## config.mk

```make
export PLATFORM = sky130hd
export DESIGN_NAME = rv_multicycle_ctrl
export DESIGN_NICKNAME = d
export VERILOG_FILES = /design/src/rtl/rv_mc_pkg.sv /design/src/rtl/rv_multicycle_ctrl.sv
export SDC_FILE = /design/constraint.sdc
export NUM_CORES = 1
export LEC_CHECK = 0
export BUFFER_PORTS_ARGS = -buffer_cell sky130_fd_sc_hd__buf_2
export CAP_MARGIN = 20
export CORE_AREA = 2 2 39 41
export DETAILED_ROUTE_END_ITERATION = 10
export DIE_AREA = 0 0 41 43
export PLACE_DENSITY_LB_ADDON = 0.05
export SYNTH_ARGS = -nofsm -noshare
export SYNTH_HDL_FRONTEND = slang
export SYNTH_SLANG_ARGS = --single-unit
export TNS_END_PERCENT = 1
```

## constraint.sdc

```tcl
create_clock -name clk -period 1.7 [get_ports clk]
set_input_delay 0.34 -clock clk [delete_from_list [all_inputs] [get_ports clk]]
set_output_delay 0.34 -clock clk [all_outputs]
set_load 0.02 [all_outputs]
```

## src/rtl/rv_mc_pkg.sv

```systemverilog
`default_nettype none
// ============================================================================
// Module   : rv_mc_pkg
// Purpose  : Shared definitions for the multi-cycle RV32I control path.
//            Holds the main FSM state type, the base opcodes handled by the
//            controller and the datapath mux / ALUOp encodings. The ALUOp
//            encodings are also used by the ALU decoder, so they must not
//            change independently of it.
// Revision : 1.0 - initial release
// ============================================================================
package rv_mc_pkg;

    // Main control FSM states (4-bit encoding exposed on state_dbg).
    // Encodings 12..15 are unused and recover to S_FETCH.
    typedef enum logic [3:0] {
        S_FETCH    = 4'd0,
        S_DECODE   = 4'd1,
        S_MEMADR   = 4'd2,
        S_MEMREAD  = 4'd3,
        S_MEMWB    = 4'd4,
        S_MEMWRITE = 4'd5,
        S_EXECR    = 4'd6,
        S_EXECI    = 4'd7,
        S_ALUWB    = 4'd8,
        S_BEQ      = 4'd9,
        S_JAL      = 4'd10,
        S_TRAP     = 4'd11
    } state_t;

    // Base opcodes (instruction[6:0])
    localparam logic [6:0] c_op_load   = 7'b0000011;
    localparam logic [6:0] c_op_store  = 7'b0100011;
    localparam logic [6:0] c_op_rtype  = 7'b0110011;
    localparam logic [6:0] c_op_itype  = 7'b0010011;
    localparam logic [6:0] c_op_branch = 7'b1100011;
    localparam logic [6:0] c_op_jal    = 7'b1101111;

    // ALUOp, shared with the ALU decoder
    localparam logic [1:0] c_aluop_add   = 2'b00;
    localparam logic [1:0] c_aluop_sub   = 2'b01;
    localparam logic [1:0] c_aluop_funct = 2'b10;

    // Result mux select
    localparam logic [1:0] c_res_aluout    = 2'b00;
    localparam logic [1:0] c_res_rdata     = 2'b01;
    localparam logic [1:0] c_res_aluresult = 2'b10;

    // ALU A operand select
    localparam logic [1:0] c_srca_pc    = 2'b00;
    localparam logic [1:0] c_srca_oldpc = 2'b01;
    localparam logic [1:0] c_srca_rd1   = 2'b10;

    // ALU B operand select
    localparam logic [1:0] c_srcb_rd2  = 2'b00;
    localparam logic [1:0] c_srcb_imm  = 2'b01;
    localparam logic [1:0] c_srcb_four = 2'b10;

    // Memory address select
    localparam logic c_adr_pc     = 1'b0;
    localparam logic c_adr_aluout = 1'b1;

endpackage : rv_mc_pkg
`default_nettype wire

```

## src/rtl/rv_multicycle_ctrl.sv

```systemverilog
`default_nettype none
// ============================================================================
// Module   : rv_multicycle_ctrl
// Purpose  : Main control FSM of the multi-cycle RV32I core. Sequences the
//            shared ALU, the unified instruction/data memory port, the IR
//            and the register file for lw, sw, R-type, I-type ALU, beq and
//            jal. Memory phases stall on mem_ready.
// Params   : TRAP_HOLD  1 = illegal opcode parks in TRAP until reset,
//                       0 = TRAP lasts one cycle, then FETCH
// Ports    : clk, rst_n                 clock, async active-low reset
//            opcode, zero, mem_ready    IR opcode, ALU zero, memory handshake
//            pc_write, ir_write,        register enables
//            reg_write, mem_write
//            adr_src, result_src,       datapath mux selects
//            alu_src_a, alu_src_b
//            alu_op                     ALUOp to the ALU decoder
//            illegal, retire            trap flag, instruction-complete pulse
//            state_dbg                  current state encoding
// Revision : 1.0 - initial release
// ============================================================================
module rv_multicycle_ctrl
    import rv_mc_pkg::*;
#(
    parameter bit TRAP_HOLD = 1'b1
) (
    input  logic       clk,
    input  logic       rst_n,
    input  logic [6:0] opcode,
    input  logic       zero,
    input  logic       mem_ready,
    output logic       pc_write,
    output logic       adr_src,
    output logic       mem_write,
    output logic       ir_write,
    output logic [1:0] result_src,
    output logic [1:0] alu_src_a,
    output logic [1:0] alu_src_b,
    output logic [1:0] alu_op,
    output logic       reg_write,
    output logic       illegal,
    output logic       retire,
    output logic [3:0] state_dbg
);

    state_t r_state;
    state_t w_next_state;

    // Raw (pre-reset-gating) decode of the current state
    logic       w_pc_update;
    logic       w_branch;
    logic       w_ir_write;
    logic       w_mem_write;
    logic       w_reg_write;
    logic       w_illegal;
    logic       w_retire;
    logic       w_adr_src;
    logic [1:0] w_result_src;
    logic [1:0] w_alu_src_a;
    logic [1:0] w_alu_src_b;
    logic [1:0] w_alu_op;

    // ------------------------------------------------------------------
    // State register
    // ------------------------------------------------------------------
    always_ff @(posedge clk or negedge rst_n) begin
        if (!rst_n) begin
            r_state <= S_FETCH;
        end else begin
            r_state <= w_next_state;
        end
    end

    // ------------------------------------------------------------------
    // Next-state logic. opcode is only looked at in DECODE and MEMADR.
    // ------------------------------------------------------------------
    always_comb begin
        w_next_state = S_FETCH;
        case (r_state)
            S_FETCH:    w_next_state = mem_ready ? S_DECODE : S_FETCH;
            S_DECODE: begin
                case (opcode)
                    c_op_load,
                    c_op_store:  w_next_state = S_MEMADR;
                    c_op_rtype:  w_next_state = S_EXECR;
                    c_op_itype:  w_next_state = S_EXECI;
                    c_op_branch: w_next_state = S_BEQ;
                    c_op_jal:    w_next_state = S_JAL;
                    default:     w_next_state = S_TRAP;
                endcase
            end
            // Loads and stores differ only in opcode bit 5
            S_MEMADR:   w_next_state = opcode[5] ? S_MEMWRITE : S_MEMREAD;
            S_MEMREAD:  w_next_state = mem_ready ? S_MEMWB : S_MEMREAD;
            S_MEMWB:    w_next_state = S_FETCH;
            S_MEMWRITE: w_next_state = mem_ready ? S_FETCH : S_MEMWRITE;
            S_EXECR:    w_next_state = S_ALUWB;
            S_EXECI:    w_next_state = S_ALUWB;
            S_ALUWB:    w_next_state = S_FETCH;
            S_BEQ:      w_next_state = S_FETCH;
            S_JAL:      w_next_state = S_ALUWB;
            S_TRAP:     w_next_state = TRAP_HOLD ? S_TRAP : S_FETCH;
            default:    w_next_state = S_FETCH;
        endcase
    end

    // ------------------------------------------------------------------
    // Output decode. Everything is a function of the state; the only
    // input qualifiers are mem_ready (FETCH, MEMWRITE) and zero (BEQ).
    // ------------------------------------------------------------------
    always_comb begin
        w_pc_update  = 1'b0;
        w_branch     = 1'b0;
        w_ir_write   = 1'b0;
        w_mem_write  = 1'b0;
        w_reg_write  = 1'b0;
        w_illegal    = 1'b0;
        w_retire     = 1'b0;
        w_adr_src    = c_adr_pc;
        w_result_src = c_res_aluout;
        w_alu_src_a  = c_srca_pc;
        w_alu_src_b  = c_srcb_rd2;
        w_alu_op     = c_aluop_add;

        case (r_state)
            S_FETCH: begin
                // PC <= PC + 4 computed directly on ALUResult
                w_adr_src    = c_adr_pc;
                w_alu_src_a  = c_srca_pc;
                w_alu_src_b  = c_srcb_four;
                w_alu_op     = c_aluop_add;
                w_result_src = c_res_aluresult;
                w_ir_write   = mem_ready;
                w_pc_update  = mem_ready;
            end
            S_DECODE: begin
                // Speculative branch target OldPC + imm into ALUOut
                w_alu_src_a  = c_srca_oldpc;
                w_alu_src_b  = c_srcb_imm;
                w_alu_op     = c_aluop_add;
            end
            S_MEMADR: begin
                w_alu_src_a  = c_srca_rd1;
                w_alu_src_b  = c_srcb_imm;
                w_alu_op     = c_aluop_add;
            end
            S_MEMREAD: begin
                w_adr_src    = c_adr_aluout;
                w_result_src = c_res_aluout;
            end
            S_MEMWB: begin
                w_result_src = c_res_rdata;
                w_reg_write  = 1'b1;
                w_retire     = 1'b1;
            end
            S_MEMWRITE: begin
                // Request held through the accepting cycle
                w_adr_src    = c_adr_aluout;
                w_result_src = c_res_aluout;
                w_mem_write  = 1'b1;
                w_retire     = mem_ready;
            end
            S_EXECR: begin
                w_alu_src_a  = c_srca_rd1;
                w_alu_src_b  = c_srcb_rd2;
                w_alu_op     = c_aluop_funct;
            end
            S_EXECI: begin
                w_alu_src_a  = c_srca_rd1;
                w_alu_src_b  = c_srcb_imm;
                w_alu_op     = c_aluop_funct;
            end
            S_ALUWB: begin
                w_result_src = c_res_aluout;
                w_reg_write  = 1'b1;
                w_retire     = 1'b1;
            end
            S_BEQ: begin
                // Compare RD1 - RD2; PC takes ALUOut (target from DECODE)
                w_alu_src_a  = c_srca_rd1;
                w_alu_src_b  = c_srcb_rd2;
                w_alu_op     = c_aluop_sub;
                w_result_src = c_res_aluout;
                w_branch     = 1'b1;
                w_retire     = 1'b1;
            end
            S_JAL: begin
                // PC <= target (ALUOut) while ALU forms OldPC + 4 for rd
                w_alu_src_a  = c_srca_oldpc;
                w_alu_src_b  = c_srcb_four;
                w_alu_op     = c_aluop_add;
                w_result_src = c_res_aluout;
                w_pc_update  = 1'b1;
            end
            S_TRAP: begin
                w_illegal    = 1'b1;
            end
            default: begin
                // Unused encodings: all enables low, selects at 0
            end
        endcase
    end

    // ------------------------------------------------------------------
    // Outputs. Enables are masked by rst_n so they drop the moment reset
    // asserts, without waiting for the state register to settle.
    // ------------------------------------------------------------------
    assign pc_write   = rst_n & (w_pc_update | (w_branch & zero));
    assign ir_write   = rst_n & w_ir_write;
    assign mem_write  = rst_n & w_mem_write;
    assign reg_write  = rst_n & w_reg_write;
    assign illegal    = rst_n & w_illegal;
    assign retire     = rst_n & w_retire;

    assign adr_src    = w_adr_src;
    assign result_src = w_result_src;
    assign alu_src_a  = w_alu_src_a;
    assign alu_src_b  = w_alu_src_b;
    assign alu_op     = w_alu_op;
    assign state_dbg  = r_state;

endmodule : rv_multicycle_ctrl
`default_nettype wire
```

Word level (Yosys, flattened, before mapping):

Index checks and enable logic that the tools add are counted.

* reduce and logical (&&, ||, !) cells: 11
* multiplexer cells: 18
* bitwise logic cells: 8
* eq/ne operators: 17

Operator list (count)
* one-hot mux 4 bit (7 select lines): 1
* one-hot mux 4 bit (5 select lines): 1
* == test 4 x 3 -> 1 bit, second input constant: 4
* == test 4 bit, second input constant: 4
* one-hot mux 2 bit (2 select lines): 4
* == test 7 x 6 -> 1 bit, second input constant: 2
* == test 7 bit, second input constant: 2
* OR reduction 2 bit: 6
* two-way mux 3 bit: 3
* OR reduction 3 bit: 3
* == test 4 x 2 -> 1 bit, second input constant: 2
* bitwise AND 1 bit: 7
* == test 7 x 2 -> 1 bit, second input constant: 1
* == test 7 x 5 -> 1 bit, second input constant: 1
* two-way mux 1 bit: 7
* == test 4 x 1 -> 1 bit, second input constant: 1
* zero test 4 bit: 1
* one-hot mux 1 bit (2 select lines): 2
* OR reduction 4 bit: 1
* bitwise OR 1 bit: 1

* logic and storage cells: 55
* bits of input ports: 11
* output and inout bits: 19
* register bits: 4

Depth between registers and ports, before layout:

Gate-level depths: netlist of the first run.

* depth in word-level cells: 5
* mapped depth: 5
* gate-level depth less buffers: 4

Worst setup path after synthesis of the first run:

Ideal clock, no wire load.

* kind: register -> output
* from: register r_state[2], in the netlist state_dbg[2]
* to: output port ir_write
* data required time: 1360 ps
* data arrival time: 1837 ps
* stages on the path, launching flop included: 4
* path buffers: 1
* setup slack: -477 ps
* cell sequence: dfrtp_1 -> clkbuf_1 -> nor4_1 -> and3_1

* cells in the longest elaborated chain, start to end: 3

RTL lines
* start: declaration: RTL line rv_multicycle_ctrl.sv:45 `state_t r_state;`
* start signal: assignment: RTL line rv_multicycle_ctrl.sv:69 `r_state <= w_next_state;`
* zero test 4 bit: RTL line rv_multicycle_ctrl.sv:124 `case (r_state)`
* two-way mux 1 bit: RTL line rv_multicycle_ctrl.sv:124
* bitwise AND 1 bit: RTL line rv_multicycle_ctrl.sv:208 `assign ir_write = rst_n & w_ir_write;`
* end: declaration: RTL line rv_multicycle_ctrl.sv:34 `output logic ir_write,`

No other way between the ends.

Worst setup path after layout of the first run:

* from: register r_state[3], in the netlist state_dbg[3]
* to: output port pc_write

* cells in the longest elaborated chain, start to end: 5
* elaborated cells on any way between the ends: 8
* those cells by class: eq/ne (2); mux (2); bitwise (3); reduce/logical (1)

RTL lines
* == test 4 bit: RTL line rv_multicycle_ctrl.sv:124
* two-way mux 1 bit: RTL line rv_multicycle_ctrl.sv:124
* bitwise AND 1 bit: RTL line rv_multicycle_ctrl.sv:207 `assign pc_write = rst_n & (w_pc_update | (w_branch & zero));`
* bitwise OR 1 bit (*): RTL line rv_multicycle_ctrl.sv:207
* bitwise AND 1 bit (*): RTL line rv_multicycle_ctrl.sv:207
* end: declaration: RTL line rv_multicycle_ctrl.sv:31 `output logic pc_write,`

Mark *: on every way between the ends. The rest lies on a longest branch, timed or not.

==> results.md, run 1 <==
- Max reg flops: 4
- Hold WC Path Type: in -> reg
- CP max FO: 6
- Slew margin rel.: 0.770
- PortBufs: 29
- Maximum clock insertion buffer count: 2
- Syn Inst Count: 76
- Worst-path cell chain: nand2b_4 -> o21ai_2 -> o2bb2ai_1 -> and3b_1 -> buf_6
- Clock-pin slew of the registers on the worst-case setup and hold paths: about 0.04 ns
- Die area: 1760 um2
- Later-pin clock latency in the skew report: 0.23 ns
- Met3 WL post-DR: 77 um
- Setup WS post-layout: -0.0137 ns
- Die X: 41 um
- Gr usage total: 0.201
- Required time worst endpoint: 1.36 ns
- Initial antenna violation count: 0
- Synth unique cells: 27
- Hpwl dp: roughly 1100 um
- Ys async rst share: 1.00
- Chip height: 43 um
- Clock power frac: 0.060
- Sw frac: 0.482
- Synth warn: 0
- Met2 WL: 850 um
- DR iter-0 viols: 21
- Hold Fails Final Rpt: 0
- Critical path's top delay family: flip-flops
- Largest cells by area after synthesis: dfrtp_1 (20%), nand2b_1 (11%), nor2_1 (7.5%)
- Core region area: about 1400 um2
- FF/Latch Area: just over 100 um2
- Ratio of cells with drive above 1 in the final layout: 0.552
- Largest net degree at the start of global routing: 16
- First-pass GRT wire length: about 2400 um
- Synth Cell Area: 503 um2
- Metal-1 WL: 794 um
- Vias per cell: 5.23
- F_max: 584 MHz
- # fillers: 125
- CP startpoint kind: flop
- Crit path buf inv count: 1
- CTS tree: built
- Share of the synthesized area in the top cell type: 0.199
- First drt pass iteration count: 4
- Number of global-route vias before repair: 606
- Max Slew Vio Count: 0
- Crit Path Class: reg -> out
- Fin area: 960 um2
- Status: finished with violations
- Final Setup Violations: 3
- Critical-path top delay cell: dfrtp_2
- Net count, final: about 140
- DRC errors left: 0
- N_diodes: 0
- Static leakage: 0.479 nW
- Period utilization: 1.01
- Post-route ant nets: 0
- DR top layer: met4
- Final min period: about 1.7 ns
- Final WL: 1730 um
- Peak VDD IR: 0.929 mV
- Switch Pwr: 0.946 mW
- Reg power frac: 0.106
- Layout Utilization: 0.693
- Clk_skew: 0.00134 ns
- Syn Area/Cell: 6.62 um2
- Area grow syn2layout: 90.8%
- TritonCTS Buffers: 3
- # rows: 14
- Max stage delay on crit path: 0.44 ns
- Failing checks: negative setup slack
- Worst path arrival time: 1.37 ns
- DR vias: 737
- RSZ-0062 raised after global routing: true
- WL/cell: approximately 12 um
- Sequential element share of the synthesized area: 0.199
- Fin cells: 141
- P_int: 1.02 mW
- Maxcap violations: 0
- Top FF cell, synth: dfrtp_1
- Syn nets: 87
- Initial Utilization: 0.363
- Top-count cell post-synth: nor2_1
- Placed cell areas: 751 um2
- GP Congestion: around 0.83
- Ports: 30
- Combinational cell fraction of total power: 0.834
- #FFs+latches synth: 4
- GRT Residual Overflow: 0
- Total negative slack: -0.0327 ns
- Clk sink count: 4
- Slew @ Worst Pin: 0.342 ns
- Synth area leader: dfrtp_1
- EDFF count, synth: 0
- Multi-input logic area: between 400 and 500 um2
- Clk root buf: clkbuf_4
- Post-Place Setup Slack: 0.120 ns
- PwrDens: 2050 nW/um2
- CP Capture Type: primary output
- Placed cell count: 128
- Most common library cells after synthesis: nor2_1 (10), nand2b_1 (9), nand2_1 (7), nor3_1 (7), a21oi_1 (5)
- H-tree depth: 1
## per-stage QoR
| step | total power, mW | hold WS [ns] |
|---|---|---|
| finish | 1.96 | 0.380 |
| global route | 2.11 | 0.386 |
| CTS | 1.75 | 0.381 |
| detailed placement | 1.45 | 0.194 |
| global placement | 1.45 | 0.195 |
| floorplan | 1.04 | 0.0444 |
## worst paths after layout
path                                      to  cells after the start         start  slack (ns)
worst min register to register  state_dbg[1]                      3  state_dbg[3]        0.77
min in group asynchronous       state_dbg[0]                      2         rst_n        0.57
max in group asynchronous       state_dbg[2]                      2         rst_n        0.95
worst max-delay path                pc_write                      5  state_dbg[3]       -0.01
worst min-delay path            state_dbg[2]                      3     opcode[4]        0.38
worst max register to register  state_dbg[0]                      7  state_dbg[3]        0.21
## power groups by stage
stage               combinational, mW  clock (mW)  sequential (mW)
global placement                 1.24           0            0.210
finish                           1.64       0.118            0.207
global route                     1.77       0.132            0.213
CTS                              1.42       0.121            0.204
floorplan                       0.772           0            0.270
detailed placement               1.24           0            0.208
## layout make-up
type / count / share of cell area
inverter: 1 / 0.00391
timing repair buffer: 51 / 0.369
clock buffer: 3 / 0.0235
tap: 16 / 0.0209
multi-input combinational: 66 / 0.476
sequential: 4 / 0.107
## layer usage
layer / track usage / up-vias
li1: - / 370
met1: 0.271 / 339
met2: 0.297 / 26
met3: 0.0366 / 2
met4: 0.0933 / 0
met5: 0 / -
## tightest hold or removal path, stage by stage
cell and delay, ns:
buf_2 0.09, a31oi_1 0.06, o21ai_0 0.07
## cell families after synthesis
| logic type | count (synthesis) | share of synthesized area |
|---|---|---|
| compound gates | 15 | 0.177 |
| flops | 4 | 0.199 |
| simple gates | 49 | 0.530 |
| buf+inv | 6 | 0.0597 |
| xor+xnor | 2 | 0.0348 |
## timing repair
item,CTS,global route
pin swaps,1,5
endpoints found under the hold margin,4,0
resized for setup,14,16
hold buffers,1,0
setup endpoints to repair,8,9
setup buffers,5,4
## cells in the final DEF, fill, tap and decap left out, types with 3 or more instances in the layout
| cell type | count |
|---|---|
| a21oi_1 | 4 |
| nand2b_4 | 4 |
| nor3_1 | 7 |
| buf_6 | 7 |
| buf_2 | 23 |
| buf_4 | 20 |
| clkbuf_4 | 3 |
| nand2_1 | 5 |
| nand2b_1 | 5 |
| nor2_1 | 10 |
(Power assumes the default switching activity.)
==> run 2, diff against run 1 <==
--- a/config.mk
+++ b/config.mk
@@ -11,6 +11,8 @@
 export DETAILED_ROUTE_END_ITERATION = 10
 export DIE_AREA = 0 0 41 43
 export PLACE_DENSITY_LB_ADDON = 0.05
+export SETUP_SLACK_MARGIN = 0.5
+export SLEW_MARGIN = 20
 export SYNTH_ARGS = -nofsm -noshare
 export SYNTH_HDL_FRONTEND = slang
 export SYNTH_SLANG_ARGS = --single-unit
==> results.md, run 2 (synthesized netlist as in run 1, its figures left out) <==
- CP Capture Type: primary output
- Later-pin clock latency in the skew report: 0.23 ns (about the same)
- Ratio of cells with drive above 1 in the final layout: 0.612 (+0.0596)
- Worst path arrival time: 1.35 ns (-0.02 ns)
- Max Slew Vio Count: 0 (unchanged)
- Final Setup Violations: 0 (-3)
- Gr usage total: 0.215 (+0.0143)
- RSZ-0062 raised after global routing: true
- DR vias: 707 (-4.1%)
- GP Congestion: 0.836 (about the same)
- PwrDens: 2080 nW/um2 (+1.8%)
- Core region area: 1380 um2 (unchanged)
- Commonest cells after routing, fill and taps aside: buf_4 (17), buf_2 (14), buf_6 (13)
- Maximum clock insertion buffer count: 2 (unchanged)
- Clk_skew: 0.00456 ns (+0.00322 ns)
- Initial antenna violation count: 0 (unchanged)
- Number of global-route vias before repair: 600 (-0.99%)
- Largest net degree at the start of global routing: 15 (-1)
- Ports: 30 (unchanged)
- Vias per cell: 5.16 (-1.3%)
- CTS tree: built
- DRC errors left: 0 (unchanged)
- Clk sink count: 4 (unchanged)
- Fin area: 1030 um2 (+7.8%)
- Area grow syn2layout: 106%
- Period utilization: 0.994 (-0.0140)
- Setup WS post-layout: 0.0102 ns (+0.0239 ns)
- F_max: 592 MHz (+1.4%)
- Crit Path Class: reg -> out
- Commonest non-fill, non-tap cell in the layout: buf_4
- Slew margin rel.: 0.762 (-0.00840)
- Max reg flops: 4 (unchanged)
- CP startpoint kind: flop
- R2r worst-path depth: 5 (-2)
- Slew @ Worst Pin: 0.354 ns (+0.0125 ns)
- Final min period: 1.69 ns (-0.0239 ns)
- Peak VDD IR: 1.17 mV (+25%)
- # fillers: 111 (-11%)
- Die X: 41 um (unchanged)
- N_diodes: 0 (unchanged)
- First-pass GRT wire length: 2580 um (+5.3%)
- Clk root buf: clkbuf_4
- Chip height: 43 um (unchanged)
- Multi-input logic area: 494 um2 (+8.2%)
- Crit. Startpoint: state_dbg[1]
- FF/Latch Area: 105 um2 (+2.4%)
- First drt pass iteration count: 3 (-1)
- Layout Utilization: 0.748 (+0.0542)
- Hold Fails Final Rpt: 0 (unchanged)
- Final WL: 1730 um (about the same)
- Required time worst endpoint: 1.36 ns (about the same)
- Maxcap violations: 0 (unchanged)
- DR iter-0 viols: 4 (-81%)
- R2r startpoint: state_dbg[0]
- PortBufs: 29 (unchanged)
- GRT Residual Overflow: 0 (unchanged)
- Post-Place Setup Slack: 0.0966 ns (-0.0232 ns)
- H-tree depth: 1 (unchanged)
- Hold Startpoint: opcode[4]
- Static leakage: 0.474 nW (-1.1%)
- Initial Utilization: 0.363 (unchanged)
- TritonCTS Buffers: 3 (unchanged)
- # rows: 14 (unchanged)
- Net count, final: 134 (-2.9%)
- Hold WC Path Type: in -> reg
- Post-route ant nets: 0 (unchanged)
- Min-Delay Path Depth: 3 (unchanged)
- WL/cell: 12.6 um (+3.0%)
- Hpwl dp: 1110 um (-2.4%)
- Placed cell areas: 738 um2 (-1.7%)
- Status: finished clean
- CP max FO: 14 (+8)
- Die area: 1760 um2 (unchanged)
- Clock-pin slew of the registers on the worst-case setup and hold paths: 0.03 ns (about the same)
-- run 2: cell count changes in the layout (fill, tap and decap cells not counted), sizes merged --
cell / before / now
buf: 50 / 46
-- run 2: repair_timing --
action	CTS	global route
cloned	0	0
endpoints found under the hold margin	4	0
resized for setup	27	31
hold buffers	1	0
buffers inserted	9	0
pin swaps	2	4
setup endpoints to repair	23	23
-- run 2: where the power goes --
group	switching, mW	internal [mW]	total [mW]	leakage (nW)
clock network	0.0380	0.0789	0.117	0.0138
logic	0.889	0.911	1.80	0.414
registers	0.0888	0.149	0.238	0.0457
-- run 2: cell type report --
class	instances	share of cell area
sequential	4	0.102
tap	16	0.0193
timing repair buffer	47	0.376
clock buffer	3	0.0218
inverter	1	0.00363
multi-input combinational	66	0.478
-- run 2: layer usage --
metal | vias to the layer above | global-route usage | routed length [um]
met5 | - | 0 | 0
met4 | 0 | 0.0400 | 0
met3 | 0 | 0.0628 | 54
met2 | 17 | 0.341 | 886
met1 | 325 | 0.282 | 787
li1 | 365 | - | -
-- run 2: stage by stage --
step / TNS, ns / hold slack (ns) / cells / total power [mW]
2_1_floorplan: 0 / 0.0444 / 76 / 1.10
3_3_place_gp: 0 / 0.193 / 124 / 1.44
3_5_place_dp: 0 / 0.195 / 124 / 1.44
4_1_cts: 0 / 0.406 / 137 / 1.93
5_1_grt: -0.217 / 0.419 / 137 / 2.30
6_report: 0 / 0.400 / 137 / 2.15
-- run 2: worst paths after layout --
kind | endpoint | slack, ns
setup / recovery | alu_src_b[1] | 0.01
hold / removal | state_dbg[2] | 0.40
setup reg to reg | state_dbg[0] | 0.18
hold reg to reg | state_dbg[1] | 0.74
max in group asynchronous | state_dbg[1] | 0.93
min in group asynchronous | state_dbg[3] | 0.58
-- run 2: worst max-delay path, cell delays in order (launching register included) --
cell	delay, ns
dfrtp_2	0.47
buf_12	0.18
xor2_2	0.18
nor3_2	0.12
buf_4	0.17
